**src/rtl/cache_fill_ctrl.sv**
```systemverilog
// Refill sequencer for the 64-block x 8-word cache: requests a missing block word-by-word
// and steers returns into the data array. Define CACHE_FILL_CWF_EN for critical-word-first order.

module cache_fill_dff #(
  parameter int              W       = 1,
  parameter logic [W-1:0]    RST_VAL = '0
) (
  input  logic         clk,
  input  logic         rst,
  input  logic [W-1:0] d,
  output logic [W-1:0] q
);

  // Plain resettable register cell.
  always_ff @(posedge clk or posedge rst) begin
    if (rst) begin
      q <= RST_VAL;
    end else begin
      q <= d;
    end
  end

endmodule

module cache_fill_ctrl #(
  parameter int ADDR_W      = 16,
  parameter int BLOCK_WORDS = 8
) (
  input  logic        clk,
  input  logic        rst,
  input  logic        miss_detected,
  input  logic [15:0] miss_address,
  input  logic        memory_data_valid,
  output logic        fsm_busy,
  output logic        mem_req,
  output logic [15:0] memory_address,
  output logic        write_data_array,
  output logic [7:0]  word_enable,
  output logic        write_tag_array,
  output logic        fill_done
);

  typedef enum logic [1:0] {
    IDLE = 2'd0,
    FILL = 2'd1,
    TAG  = 2'd2
  } state_t;

  state_t      state;
  state_t      state_next;
  logic [1:0]  state_q;
  logic [15:0] base;
  logic [3:0]  req_cnt;
  logic [3:0]  rsp_cnt;
  logic [2:0]  req_idx;
  logic [2:0]  rsp_idx;

  cache_fill_dff #(
    .W       (2),
    .RST_VAL (2'd0)
  ) u_state_reg (
    .clk (clk),
    .rst (rst),
    .d   (state_next),
    .q   (state_q)
  );

  assign state = state_t'(state_q);

`ifdef CACHE_FILL_CWF_EN
  logic [2:0] offset;

  // Start word of the fill; both request and response order rotate from it.
  always_ff @(posedge clk or posedge rst) begin
    if (rst) begin
      offset <= 3'd0;
    end else if (state == IDLE && miss_detected) begin
      offset <= miss_address[3:1];
    end else begin
      offset <= offset;
    end
  end

  assign req_idx = offset + req_cnt[2:0];
  assign rsp_idx = offset + rsp_cnt[2:0];
`else
  assign req_idx = req_cnt[2:0];
  assign rsp_idx = rsp_cnt[2:0];
`endif

  // Next-state decode plus all handshake outputs; writes follow memory_data_valid directly.
  always_comb begin
    state_next       = state;
    mem_req          = 1'b0;
    memory_address   = 16'h0000;
    write_data_array = 1'b0;
    word_enable      = 8'h00;
    write_tag_array  = 1'b0;
    fill_done        = 1'b0;
    fsm_busy         = (state != IDLE);
    case (state)
      IDLE: begin
        if (miss_detected) begin
          state_next = FILL;
        end else begin
          state_next = IDLE;
        end
      end
      FILL: begin
        mem_req = (req_cnt < 4'd8);
        if (mem_req) begin
          // base has a zero low nibble, so the offset can never carry upward.
          memory_address = base + {12'h000, req_idx, 1'b0};
        end else begin
          memory_address = 16'h0000;
        end
        if (memory_data_valid) begin
          write_data_array = 1'b1;
          word_enable      = 8'h01 << rsp_idx;
          if (rsp_cnt == 4'd7) begin
            state_next = TAG;
          end else begin
            state_next = FILL;
          end
        end else begin
          state_next = FILL;
        end
      end
      TAG: begin
        write_tag_array = 1'b1;
        fill_done       = 1'b1;
        state_next      = IDLE;
      end
      default: begin
        state_next = IDLE;
      end
    endcase
  end

  // Block base and request/response counters.
  always_ff @(posedge clk or posedge rst) begin
    if (rst) begin
      base    <= 16'h0000;
      req_cnt <= 4'd0;
      rsp_cnt <= 4'd0;
    end else begin
      case (state)
        IDLE: begin
          if (miss_detected) begin
            base    <= miss_address & 16'hFFF0;
            req_cnt <= 4'd0;
            rsp_cnt <= 4'd0;
          end else begin
            base    <= base;
            req_cnt <= req_cnt;
            rsp_cnt <= rsp_cnt;
          end
        end
        FILL: begin
          base <= base;
          if (mem_req) begin
            req_cnt <= req_cnt + 4'd1;
          end else begin
            req_cnt <= req_cnt;
          end
          if (write_data_array) begin
            rsp_cnt <= rsp_cnt + 4'd1;
          end else begin
            rsp_cnt <= rsp_cnt;
          end
        end
        default: begin
          base    <= base;
          req_cnt <= req_cnt;
          rsp_cnt <= rsp_cnt;
        end
      endcase
    end
  end

endmodule

```
**config.mk**
```make
export PLATFORM = sky130hd
export DESIGN_NAME = cache_fill_ctrl
export DESIGN_NICKNAME = d
export VERILOG_FILES = /design/src/rtl/cache_fill_ctrl.sv
export SDC_FILE = /design/constraint.sdc
export NUM_CORES = 1
export LEC_CHECK = 0
export BUFFER_PORTS_ARGS = -buffer_cell sky130_fd_sc_hd__buf_2
export CAP_MARGIN = 25
export CORE_MARGIN = 2
export CORE_UTILIZATION = 35
export DETAILED_ROUTE_END_ITERATION = 8
export PLACE_DENSITY = 0.64
export SYNTH_ARGS = -nofsm -noshare
export SYNTH_HDL_FRONTEND = slang
export SYNTH_SLANG_ARGS = --single-unit
```
**constraint.sdc**
```tcl
create_clock -name clk -period 1.8 [get_ports clk]
set_input_delay 0 -clock clk [delete_from_list [all_inputs] [get_ports clk]]
set_output_delay 0 -clock clk [all_outputs]
set_load 0.03 [all_outputs]
```
**Word-level counts from Yosys, hierarchy flattened**

Index checks and enable logic that the tools add are counted.
W data, S select, Z words.

- Bits in registers: 22
- Input bits: 20
- Output and inout bits: 29
- Word-level logic and storage cells: 38

- Add/sub/neg operators: 3
- Shift operators: 1
- Reductions and logical operators: 6
- Muxes and demuxes: 17
- Equal/unequal tests: 6
- Magnitude comparators: 1

Operators with widths:

| cell | number |
|---|---|
| $mux W16 | 2 |
| $add A16 B4 Y16 | 1 |
| $mux W8 | 2 |
| $pmux W4 S2 | 2 |
| $mux W4 | 3 |
| $add A4 B1 Y4 const B | 2 |
| $shl A1 B3 Y8 const A | 1 |
| $ne A2 B2 Y1 const B | 3 |
| $reduce_and A3 Y1 | 2 |
| $mux W1 | 5 |
| $eq A4 B3 Y1 const B | 1 |
| $lt A4 B4 Y1 const B | 1 |
| $mux W2 | 2 |
| $pmux W2 S2 | 1 |
| $reduce_bool A2 Y1 | 2 |
| $eq A2 B1 Y1 const B | 1 |
| $eq A2 B2 Y1 const B | 1 |
| $logic_not A2 Y1 | 1 |
| $reduce_and A2 Y1 | 1 |

**Depth between registers and ports, before layout**

- Word-level depth: 4
- Gate-level depth with buffers: 5
- Gate-level depth less buffers: 5

**Hierarchy**

From an unflattened synthesis, not the netlist that was laid out.

- Cell total of the unflattened synthesis: 133
- Area total of the unflattened synthesis: 1,241.2 µm²

By module, submodules not included:

| module | area each (µm²) | sequential area each (µm²) | instances | cells an instance |
|---|---|---|---|---|
| cache_fill_ctrl | 1,187.4 | 500.5 | 1 | 130 |
| cache_fill_dff | 53.8 | 50.0 | 1 | 3 |

**Least setup slack after synthesis**

Ideal clock, no wire load.

- Kind: register to output
- Start: register u_state_reg.q[1]
- End: output port memory_address[10]
- Stages on the path, launching flop included: 5
- Arrival time: 1.420 ns
- Buffers on the path: 2
- Path slack: 0.380 ns
- Required time: 1.800 ns
- Path through: dfrtp_1 buf_4 nor3b_4 buf_2 and2_1

- Longest elaborated chain between the ends: 2

Ends and longest elaborated chain:

| item | RTL line | text |
|---|---|---|
| start, declared | 11 | `output logic [W-1:0] q` |
| start signal, assigned | 17 | `q <= RST_VAL;` |
| start signal, assigned | 19 | `q <= d;` |
| $eq A2 B1 Y1 | 101 | `case (state)` |
| $mux W16 | 101 |  |
| end, declared | 36 | `output logic [15:0] memory_address,` |

No other way between the ends.

**Worst setup path in the final report**

- Start: register u_state_reg.q[1]
- End: output port memory_address[14]

The elaborated chain is that of the path after synthesis.

==> run metrics <==
H-Tree Level Count 1; Worst path max stage delay ~0.5 ns; Vias/cell ~4.5; PortBufs 43; Post-Synthesis Cell Area 1210 sq um; worst-path fanout max 11; worst-case reg-to-reg path depth 2; post-synthesis xor/xnor area fraction less than 1%; share of layout cells above drive strength 1 between 30% and 40%; Setup WS pre-CTS between 0.2 and 0.25 ns; Leak Pwr 0.9111 nW; Slew @ Worst Pin approximately 0.82 ns; worst path required time approximately 1.8 ns; final core utilization about half; DR DRC count 0; crit end category output pin; register area ~550 sq um; WL/cell ~12 um; Max IR drop VDD between 0.7 and 0.8 mV; Die Height roughly 63 um; YS warnings 0; overall die width 62.80 um; FMAX between 500 and 600 MHz; mux cell area share after synthesis about 1.8%; RePlAce Congestion 0.7681; via count between 1000 and 1500; router iterations before antenna repair 4; synthesis-to-finish area growth 35.16%; initial antenna violation count 0; status completed; critical path's slowest cell dfrtp_2; GRT Residual Overflow 0; largest family of logic cells by synthesized area simple AND/OR/NAND/NOR gates; I/O Pins 49; Post-synth top flop dfrtp_1; CTS root buffer clkbuf_4; site row count 21; # clock sinks 22; WL final 2.720 mm; FFs w/ async S/R, synth 100.0%; Synth area leaders dfrtp_1, nand2_1, and2_1; area of the multi-input gates about 600 sq um; Final WS setup about 0.13 ns; Slew Limit Headroom 45.28%; CP cell instances nor3b_4 > buf_4 > and2_1 > buf_2; ANT cells 0; antenna viol nets, final 0; # setup viols final 0; Gate Count Post-Synth 132; layout net count 216; hold depth 3; maximum clock insertion buffer count 2; Post-Synth Adder-Cell Area 7.239%; first-pass GRT wire length around 4.5 mm; core area around 3300 sq um; hold crit path type primary input to flip-flop; number of synthesized flops with an enable pin 0; Fin. Hold Viols 0; cts bufs inserted 3; post-synthesis register bit count 22; RSZ-0062 raised after global routing false; Worst-Skew Late Latency a little over 0.3 ns; CTS tree done; max_cap viols 0; Compound-Gate Fraction of Synth Area under 10%; TNS Setup 0 ns; CP arrival 1.67 ns; Power per Cell Area approximately 1600 nW/um^2; critical path class flip-flop to output pin; Post-Synth Simple-Gate Area approximately 34%; post-layout min period between 1.5 and 2 ns; GRT Overall Usage between 10% and 20%; fill cell count between 300 and 400; HPWL after DPL 1.869 mm; largest net degree at the start of global routing 23; die area a little under 4000 sq um; Synth area leader dfrtp_1; clock-pin slew on the worst setup and hold paths approximately 0.12 ns; Syn Nets roughly 160; initial core utilization between 30 and 40%; Slew Viols, Final 0; flop2flop setup slack 0.25 ns; final setup skew 0.003037 ns; sequential fraction of the synthesis area around 46%; type of origin of the critical path flip-flop; Unique masters post-synth 29; initial DRC count between 40 and 50; syn_area_per_cell ~9.2 sq um; Tcrit/Tclk final ~93%; top cell type's share of synthesized area 45.50%; number of global-route vias before repair ~1000
[critical path: cells and delay by family, from the launching register on]
family,cells,cell delay [ns]
buf+inv,2,0.42
flops,1,0.50
simple gates,2,0.44
[sequential cells by signal (all words and copies together) (netlist names)]
name / cells
base: 12
req_cnt: 4
rsp_cnt: 4
u_state_reg.q: 2
[power by group]
group	internal [W]	switching [W]
clock	0.000124	0.000148
combinational	0.000553	0.000900
sequential	0.000717	0.000176
total	0.00139	0.00122
[logic make-up (layout without fill, tap and decap cells)]
family / after synthesis / in the layout
buf+inv: 14 / 70
fa+ha+maj: 7 / 7
simple gates: 78 / 78
compound gates: 7 / 7
mux: 2 / 2
flops: 22 / 22
other cells: 1 / 1
xor+xnor: 1 / 1
[per-stage QoR]
step	hold WS, ns	total power (W)	instance area (sq um)	std cells
final	0.01363	0.002618	1635	234
after global routing	0.03192	0.002820	1635	234
after CTS	0.003321	0.002649	1633	234
after detailed placement	0.1957	0.002321	1449	215
after global placement	0.1901	0.002272	1449	215
after floorplan	-0.01077	0.001930	1210	132
[Yosys cell counts, types with 2 or more instances]
library cell / n
and2_1: 20
inv_1: 6
buf_4: 4
dfrtp_1: 22
ha_1: 7
nand3_1: 3
buf_2: 3
and3_1: 3
nor2_1: 4
nand2_1: 37
a22o_1: 2
o21ai_0: 3
nand3b_1: 2
[layer usage]
| metal | GRT usage [%] | routed length (um) | vias up |
|---|---|---|---|
| met4 | 4.167 | 21 | 0 |
| met1 | 17.67 | 1245 | 483 |
| met2 | 25.00 | 1292 | 37 |
| li1 | - | - | 535 |
| met3 | 2.342 | 160 | 3 |
| met5 | 0 | 0 | - |
[cells in the final DEF (no fill, tap or decap), types with 2 or more instances in the layout]
cell           instances
a22o_1                 2
and2_1                20
and3_1                 3
buf_2                 43
buf_4                  3
clkbuf_4               3
dfrtp_1               20
dfrtp_2                2
dlygate4sd3_1         14
ha_1                   7
inv_1                  6
nand2_1               37
nand3_1                3
nand3b_1               2
nor2_1                 4
o21ai_0                3
[final cells by class]
cell class	instances	share of cell area (%)
clock buffers	4	2.219
inverters	6	1.377
repair buffers	60	23.11
multi-input cells	96	35.96
well taps	46	3.520
flip-flops and latches	22	33.82
[worst paths after layout]
path | from | endpoint
worst min register to register | rsp_cnt[3] | rsp_cnt[3]
worst max-delay path | u_state_reg.q[1] | memory_address[14]
worst max register to register | u_state_reg.q[0] | req_cnt[3]
max in group asynchronous | rst | u_state_reg.q[0]
worst min-delay path | memory_data_valid | u_state_reg.q[1]
min in group asynchronous | rst | rsp_cnt[2]
[what timing repair did]
item | 4_1_cts | 5_1_grt
hold buffers | 14 | 0
gates resized for setup | 0 | 2
setup buffers | 1 | 0
hold endpoints to repair | 35 | 0
setup endpoints to repair | 8 | 10
Note: power is estimated with default switching activity, not from simulation.
